--- src/rtl/data_mem_arbiter_if.sv ---
// Bundles the CPU, debug and memory signals of the data-memory arbiter.
// slave is the arbiter's view; master is the CPU/debug/memory environment.
interface data_mem_arbiter_if;
  logic        cpu_req;
  logic        cpu_we;
  logic [31:0] cpu_addr;
  logic [31:0] cpu_wdata;
  logic [31:0] cpu_rdata;
  logic        cpu_stall;

  logic        dbg_req;
  logic        dbg_lock;
  logic        dbg_we;
  logic [31:0] dbg_addr;
  logic [31:0] dbg_wdata;
  logic        dbg_gnt;
  logic [31:0] dbg_rdata;
  logic        dbg_rvalid;

  logic        mem_we;
  logic [31:0] mem_addr;
  logic [31:0] mem_wdata;
  logic [31:0] mem_rdata;

  modport slave (
    input  cpu_req, cpu_we, cpu_addr, cpu_wdata,
    output cpu_rdata, cpu_stall,
    input  dbg_req, dbg_lock, dbg_we, dbg_addr, dbg_wdata,
    output dbg_gnt, dbg_rdata, dbg_rvalid,
    output mem_we, mem_addr, mem_wdata,
    input  mem_rdata
  );

  modport master (
    output cpu_req, cpu_we, cpu_addr, cpu_wdata,
    input  cpu_rdata, cpu_stall,
    output dbg_req, dbg_lock, dbg_we, dbg_addr, dbg_wdata,
    input  dbg_gnt, dbg_rdata, dbg_rvalid,
    input  mem_we, mem_addr, mem_wdata,
    output mem_rdata
  );
endinterface

--- src/rtl/data_mem_arbiter.sv ---
// CPU/debug data-memory arbiter: grant and memory mux are combinational, debug read data lands 1 cycle later.
// Backpressure: CPU is stalled only in cycles the debug port is granted; starvation bounded by MAX_WAIT, bursts by MAX_BURST.
module data_mem_arbiter #(
  parameter int MAX_WAIT  = 8,
  parameter int MAX_BURST = 4
) (
  input  logic              clock,
  input  logic              reset_n,
  data_mem_arbiter_if.slave arb
);

  typedef enum logic {
    CPU_OWN = 1'b0,
    DBG_OWN = 1'b1
  } state_t;

  localparam logic [7:0] WAIT_LIM  = 8'(MAX_WAIT);
  localparam logic [7:0] BURST_LIM = 8'(MAX_BURST);
  localparam bit         BURST_EN  = (MAX_BURST > 1);

  state_t      state, state_nxt;
  logic [7:0]  wait_cnt, wait_cnt_nxt;
  logic [7:0]  burst_cnt, burst_cnt_nxt;
  logic [7:0]  burst_inc;
  logic        dbg_gnt;
  logic        dbg_rd;
  logic [31:0] dbg_rdata_q;
  logic        dbg_rvalid_q;

  // Debug wins when the CPU is idle, when it has waited long enough, or while it holds a locked burst.
  always_comb begin
    dbg_gnt = arb.dbg_req & (~arb.cpu_req | (wait_cnt == WAIT_LIM) |
              ((state == DBG_OWN) & arb.dbg_lock & (burst_cnt < BURST_LIM)));
    dbg_rd  = dbg_gnt & ~arb.dbg_we;
  end

  always_comb begin
    arb.mem_we    = 1'b0;
    arb.mem_addr  = arb.cpu_addr;
    arb.mem_wdata = arb.cpu_wdata;
    if (dbg_gnt) begin
      arb.mem_we    = arb.dbg_we;
      arb.mem_addr  = arb.dbg_addr;
      arb.mem_wdata = arb.dbg_wdata;
    end else if (arb.cpu_req) begin
      arb.mem_we    = arb.cpu_we;
    end
  end

  assign arb.dbg_gnt    = dbg_gnt;
  assign arb.cpu_stall  = arb.cpu_req & dbg_gnt;
  assign arb.cpu_rdata  = arb.mem_rdata;
  assign arb.dbg_rdata  = dbg_rdata_q;
  assign arb.dbg_rvalid = dbg_rvalid_q;

  always_comb begin
    state_nxt     = state;
    burst_cnt_nxt = burst_cnt;
    wait_cnt_nxt  = 8'd0;
    burst_inc     = burst_cnt + 8'd1;

    if (arb.dbg_req && !dbg_gnt) begin
      wait_cnt_nxt = (wait_cnt == WAIT_LIM) ? wait_cnt : wait_cnt + 8'd1;
    end

    case (state)
      CPU_OWN: begin
        if (BURST_EN && dbg_gnt && arb.dbg_lock) begin
          state_nxt     = DBG_OWN;
          burst_cnt_nxt = 8'd1;
        end
      end
      DBG_OWN: begin
        // Leaving with wait_cnt at 0 guarantees a contending CPU its next cycle.
        if (!arb.dbg_req || !arb.dbg_lock || (dbg_gnt && (burst_inc == BURST_LIM))) begin
          state_nxt     = CPU_OWN;
          burst_cnt_nxt = 8'd0;
        end else if (dbg_gnt) begin
          burst_cnt_nxt = burst_inc;
        end
      end
      default: begin
        state_nxt     = CPU_OWN;
        burst_cnt_nxt = 8'd0;
      end
    endcase
  end

  always_ff @(posedge clock or negedge reset_n) begin
    if (!reset_n) begin
      state     <= CPU_OWN;
      wait_cnt  <= 8'd0;
      burst_cnt <= 8'd0;
    end else begin
      state     <= state_nxt;
      wait_cnt  <= wait_cnt_nxt;
      burst_cnt <= burst_cnt_nxt;
    end
  end

  always_ff @(posedge clock or negedge reset_n) begin
    if (!reset_n) begin
      dbg_rdata_q  <= 32'h0000_0000;
      dbg_rvalid_q <= 1'b0;
    end else begin
      dbg_rvalid_q <= dbg_rd;
      if (dbg_rd) begin
        dbg_rdata_q <= arb.mem_rdata;
      end
    end
  end

endmodule
--- src/flat_wrapper.sv ---
// flat-port wrapper written by rule: the top's interface ports become plain ports
module data_mem_arbiter_flat 
#(
  parameter int MAX_WAIT  = 8,
  parameter int MAX_BURST = 4
)
  (clock, reset_n, arb_cpu_req, arb_cpu_we, arb_cpu_addr, arb_cpu_wdata, arb_cpu_rdata, arb_cpu_stall, arb_dbg_req, arb_dbg_lock, arb_dbg_we, arb_dbg_addr, arb_dbg_wdata, arb_dbg_gnt, arb_dbg_rdata, arb_dbg_rvalid, arb_mem_we, arb_mem_addr, arb_mem_wdata, arb_mem_rdata);
  data_mem_arbiter_if arb_i ();
  input  logic clock;
  input  logic reset_n;
  input wire logic [$bits(arb_i.cpu_req)-1:0] arb_cpu_req;
  input wire logic [$bits(arb_i.cpu_we)-1:0] arb_cpu_we;
  input wire logic [$bits(arb_i.cpu_addr)-1:0] arb_cpu_addr;
  input wire logic [$bits(arb_i.cpu_wdata)-1:0] arb_cpu_wdata;
  output wire logic [$bits(arb_i.cpu_rdata)-1:0] arb_cpu_rdata;
  output wire logic [$bits(arb_i.cpu_stall)-1:0] arb_cpu_stall;
  input wire logic [$bits(arb_i.dbg_req)-1:0] arb_dbg_req;
  input wire logic [$bits(arb_i.dbg_lock)-1:0] arb_dbg_lock;
  input wire logic [$bits(arb_i.dbg_we)-1:0] arb_dbg_we;
  input wire logic [$bits(arb_i.dbg_addr)-1:0] arb_dbg_addr;
  input wire logic [$bits(arb_i.dbg_wdata)-1:0] arb_dbg_wdata;
  output wire logic [$bits(arb_i.dbg_gnt)-1:0] arb_dbg_gnt;
  output wire logic [$bits(arb_i.dbg_rdata)-1:0] arb_dbg_rdata;
  output wire logic [$bits(arb_i.dbg_rvalid)-1:0] arb_dbg_rvalid;
  output wire logic [$bits(arb_i.mem_we)-1:0] arb_mem_we;
  output wire logic [$bits(arb_i.mem_addr)-1:0] arb_mem_addr;
  output wire logic [$bits(arb_i.mem_wdata)-1:0] arb_mem_wdata;
  input wire logic [$bits(arb_i.mem_rdata)-1:0] arb_mem_rdata;
  assign arb_i.cpu_req = arb_cpu_req;
  assign arb_i.cpu_we = arb_cpu_we;
  assign arb_i.cpu_addr = arb_cpu_addr;
  assign arb_i.cpu_wdata = arb_cpu_wdata;
  assign arb_cpu_rdata = arb_i.cpu_rdata;
  assign arb_cpu_stall = arb_i.cpu_stall;
  assign arb_i.dbg_req = arb_dbg_req;
  assign arb_i.dbg_lock = arb_dbg_lock;
  assign arb_i.dbg_we = arb_dbg_we;
  assign arb_i.dbg_addr = arb_dbg_addr;
  assign arb_i.dbg_wdata = arb_dbg_wdata;
  assign arb_dbg_gnt = arb_i.dbg_gnt;
  assign arb_dbg_rdata = arb_i.dbg_rdata;
  assign arb_dbg_rvalid = arb_i.dbg_rvalid;
  assign arb_mem_we = arb_i.mem_we;
  assign arb_mem_addr = arb_i.mem_addr;
  assign arb_mem_wdata = arb_i.mem_wdata;
  assign arb_i.mem_rdata = arb_mem_rdata;
  data_mem_arbiter #(.MAX_WAIT(MAX_WAIT), .MAX_BURST(MAX_BURST)) u_core (.clock(clock), .reset_n(reset_n), .arb(arb_i));
endmodule
--- config.mk ---
export PLATFORM = sky130hd
export DESIGN_NAME = data_mem_arbiter_flat
export DESIGN_NICKNAME = d
export VERILOG_FILES = /design/src/rtl/data_mem_arbiter_if.sv /design/src/rtl/data_mem_arbiter.sv /design/src/flat_wrapper.sv
export SDC_FILE = /design/constraint.sdc
export NUM_CORES = 1
export LEC_CHECK = 0
export CAP_MARGIN = 40
export CORE_AREA = 4 4 114 116
export DETAILED_ROUTE_END_ITERATION = 10
export DIE_AREA = 0 0 118 120
export HOLD_SLACK_MARGIN = 0.02
export PLACE_DENSITY = 0.74
export SLEW_MARGIN = 10
export SYNTH_ARGS = -nofsm -noshare
export SYNTH_HDL_FRONTEND = slang
export SYNTH_SLANG_ARGS = --single-unit
--- constraint.sdc ---
create_clock -name clock -period 4.35 [get_ports clock]
set_clock_uncertainty 0.1 [all_clocks]
set_input_delay 0.87 -clock clock [delete_from_list [all_inputs] [get_ports clock]]
set_output_delay 0.87 -clock clock [all_outputs]
set_load 0.02 [all_outputs]
-- Word level (Yosys, flattened, before mapping)
Index checks and enable logic that the tools add are counted.
- flip-flop bits (word level): 50
- bits in latches: 0
- memory bits (writable): 0
- ROM bits: 0
- word-level logic and storage cells: 45
- memories kept: 0
- $add $sub $neg: 2
- $mul: 0
- div/mod/pow operators: 0
- order comparisons: 1
- eq/ne operators: 5
- shift operators: 0
- muxes and demuxes: 13
- bitwise operators: 10
- reductions and logical operators: 9
- operators with widths (operator ; count):
    two-way mux 32 bit ; 2
    two-way mux 8 bit ; 5
    adder 8 x 1 -> 8 bit, second input constant ; 2
    case mux 8 bit (2 select lines) ; 1
    equality test 8 x 3 -> 1 bit, second input constant ; 1
    equality test 8 x 4 -> 1 bit, second input constant ; 1
    less-than comparator 8 x 3 -> 1 bit, second input constant ; 1
    bitwise AND 1 bit ; 5
    two-way mux 1 bit ; 4
    logical AND 1 bit ; 3
    logical NOT 1 bit ; 3
    != test 3 bit, second input constant ; 1
    NOT 1 bit ; 3
    logical OR 1 bit ; 2
    != test 2 x 1 -> 1 bit, second input constant ; 1
    != test 2 bit, second input constant ; 1
    OR 1 bit ; 2
    case mux 1 bit (2 select lines) ; 1
    AND reduction 2 bit ; 1

-- Logic depth before layout (Yosys ltp)
- word-level depth: 8
- gate-level depth with buffers: 9
- depth with buffers taken out: 7

-- Worst setup path before layout
No wires, ideal clock.
- path kind: input-to-output
- start point: input arb_dbg_lock
- end point: output arb_mem_we
- data arrival time: 2326 ps
- data required time: 3380 ps
- path slack: 1054 ps
- stages on the path: 7
- cell sequence: and4_1 -> clkbuf_2 -> o21ai_1 -> buf_2 -> buf_6 -> inv_1 -> o21ai_0
- word-level cells in the longest chain between the ends: 5
- RTL lines (what ; line ; source):
    start, declared ; flat_wrapper.sv:18 ; input wire logic [$bits(arb_i.dbg_lock)-1:0] arb_dbg_lock;
    bitwise AND 1 bit (2 in series) ; data_mem_arbiter.sv:33 ; ((state == DBG_OWN) & arb.dbg_lock & (burst_cnt < BURST_LIM)));
    OR 1 bit ; data_mem_arbiter.sv:32 ; dbg_gnt = arb.dbg_req & (~arb.cpu_req | (wait_cnt == WAIT_LIM) |
    bitwise AND 1 bit ; data_mem_arbiter.sv:32 ;
    net arb_dbg_gnt ; flat_wrapper.sv:22 ; output wire logic [$bits(arb_i.dbg_gnt)-1:0] arb_dbg_gnt;
    two-way mux 1 bit ; data_mem_arbiter.sv:41 ; if (dbg_gnt) begin
    end, declared ; flat_wrapper.sv:25 ; output wire logic [$bits(arb_i.mem_we)-1:0] arb_mem_we;
The timed path passes the listed nets, and every way through them passes these cells.

-- Worst setup path after layout
- start point: input arb_cpu_req
- end point: output arb_mem_addr[25]
- word-level cells in the longest chain between the ends: 5
- RTL lines (what ; line ; source):
    start, declared ; flat_wrapper.sv:11 ; input wire logic [$bits(arb_i.cpu_req)-1:0] arb_cpu_req;
    NOT 1 bit ; data_mem_arbiter.sv:32 ;
    OR 1 bit (2 in series) ; data_mem_arbiter.sv:32 ;
    bitwise AND 1 bit ; data_mem_arbiter.sv:32 ;
    two-way mux 32 bit ; data_mem_arbiter.sv:41 ;
    end, declared ; flat_wrapper.sv:26 ; output wire logic [$bits(arb_i.mem_addr)-1:0] arb_mem_addr;
Every way passes these cells.

==> metrics.cfg <==
[outcome]
status=completed

[hold_path]
hp-start=u_core.arb.dbg_rdata[17]
min_path_type=reg2reg

[logic_synthesis]
syn_nets=472
synth_warnings=0
yosys.area.top_type=dfrtp_1
synthArstFlopShare=1.000
ys_seq_elements=50
yosysTopAreaCellShare=0.3709
ys_types=40
avgSynthCellArea_um2=11.17
synth.most_common_cell=mux2_2
synth-edff-count=0
synth_area_leaders=dfrtp_1 37%, mux2_2 31%, buf_4 7.1%
synthTopCellsByCount=93 x mux2_2, 50 x dfrtp_1, 32 x buf_4
synth_cells=302
yosysSeqAreaShare=0.3709
synth_ff_type=dfrtp_1
synth_area_um2=3373

[power_and_ir_drop]
p_sw_frac=0.3000
vdd_drop_max_mv=0.1273
power.leakage_uw=0.002523
p_per_area_nw_per_um2=271.0
p_int_uw=1219
switchingPower_uw=522.4
comb_power_share=0.445
p_seq_frac=0.324
finalPower_uw=1741
clock_power_share=0.231

[cts]
cts_buffer_depth=2
cts_hold_buf=0
cts_made_buffers=5
ctsResizeCount=0
path_clk_slew_ps=60
postCtsSetupBuffers=0
numClockSinks=50
cts_root_buf=clkbuf_16
clkLatencyLatePin_ps=280
h-tree-depth=2
cts_tree=yes

[setup_path]
cp-startpoint=arb_cpu_req
start_kind=input port
worstSetupPathType=in2out
r2r-start=u_core.wait_cnt[6]
cp_max_fo=33
cp.arrival_ps=3240
crit_path_end_kind=output port
cp_data_required_time_ps=3380

[sta]
fmax_mhz=237.7
setup_viol_count_final=0
slew_viol_final=0
finalCritPeriodShare=0.9672
min_period_ps=4207
hold_violations=0
worst-slew-pin-transition_ps=548.7
rsz0062_at_grt=false
totalNegativeSetupSlack_ps=0
slew-limit-headroom=0.6334

[global_routing]
globalRouteTotalUtil=0.1859
antenna_found_initial=5
grt_pass1_wl_um=20700
use_met2=0.3467
top_usage_layer=met2
overflow=0
first_global_vias=3551
grt_max_degree=66
gr-usage-met3=0.1065
grt_use_met1=0.1791

[floorplanning]
initial_utilization=0.2832
die_h_um=120
core_area_um2=11910
dieArea_um2=14160
num_rows=40
ios=299
fp.dieW_um=118

[drt]
drc=0
wl_um=13950
vias=3417
drt_pre_antenna_iters=4
antenna_left=0
avgRoutedWirePerCell_um=19.59
vias_per_cell=4.799
drt_iter0_markers=110

[cells_and_area]
antennaDiodeCount=0
num-fill-cells=1089
multi_input_area_um2=1724
drive_above_1_share=0.2018
final_nets=734
seqCellArea_um2=1251
areaGrowthSynthToFinish_pct=90.43

[place]
io_buffers=298
hpwl_um=11930
place_congestion=0.8893

[flow_run]
drv_cap=0

## per-stage QoR
stage | hold WS, ps | worst slack [ps] | cells | cell area [um^2] | utilization
after global routing | 397.4 | 35.86 | 712 | 6424 | 0.5393
after floorplan | 387.8 | 1054 | 302 | 3373 | -
after CTS | 389.2 | 85.59 | 711 | 6399 | 0.5372
after global placement | 366.6 | 155.0 | 701 | 6210 | 0.5213
after detailed placement | 374.1 | 90.20 | 703 | 6237 | 0.5236
final | 386.3 | 142.9 | 712 | 6424 | 0.5393
## cell usage in the layout (no fill, tap or decap), drive strengths merged, types with 5 or more instances in the layout
cell type,synthesis,final
mux2,96,96
nand4,5,5
inv,8,8
o21ai,5,5
nand3,19,19
nand2,7,7
dfrtp,50,50
nor2,13,13
and3,5,5
clkdlybuf4s50,0,297
buf,44,7
o211ai,6,6
clkbuf,6,8
xor2,5,5
## critical path, stage by stage
cell and delay (ps):
clkdlybuf4s50_1 550, o41ai_2 140, buf_4 200, o21ai_4 240, buf_12 250, mux2_2 370
clkdlybuf4s50_1 600
## path summary, 6_finish.rpt
kind	endpoint	slack [ps]	cells after the start
max in group asynchronous	u_core.arb.dbg_rdata[6]	3230	2
min in group asynchronous	u_core.wait_cnt[7]	410	1
worst max register to register	u_core.arb.dbg_rdata[13]	1740	5
worst min-delay path	u_core.arb.dbg_rdata[17]	390	1
worst max-delay path	arb_mem_addr[25]	140	7
worst min register to register	u_core.arb.dbg_rdata[17]	390	1
## state kept, by name (all words and copies together) (netlist names)
| signal | flops |
|---|---|
| u_core.wait_cnt | 8 |
| u_core.burst_cnt | 8 |
| u_core.state | 1 |
| u_core.arb.dbg_rdata | 32 |
| u_core.arb.dbg_rvalid | 1 |
## routing by layer
metal,part of all wire,vias to the layer above
met5,0.0057,-
met4,0.014,10
met3,0.12,22
met2,0.53,225
met1,0.32,1575
li1,-,1585
## power by group through the flow
stage                     Sequential, uW  Combinational (uW)  Clock [uW]
final                                564                 774         403
after global routing                 573                 814         442
after floorplan                      645                 271           0
after detailed placement             573                 778           0
after CTS                            565                 781         421
after global placement               569                 765           0
## cell families after synthesis
family,Yosys count,share of synthesized area
XOR/XNOR,6,0.01558
adder cells (fa/ha/maj),3,0.01113
AO/OA/AOI/OAI,27,0.06046
buffers and inverters,58,0.1213
multiplexers,96,0.3205
flip-flops,50,0.3709
AND/OR/NAND/NOR,62,0.1001
## cell type report
| class | count | area share |
|---|---|---|
| repair buffers | 305 | 0.4784 |
| multi-input cells | 194 | 0.2684 |
| flip-flops and latches | 50 | 0.1948 |
| well taps | 147 | 0.02863 |
| clock buffers | 7 | 0.02376 |
| inverters | 8 | 0.004675 |
| clock inverters | 1 | 0.001363 |
Power figures use the tool's default switching activity.
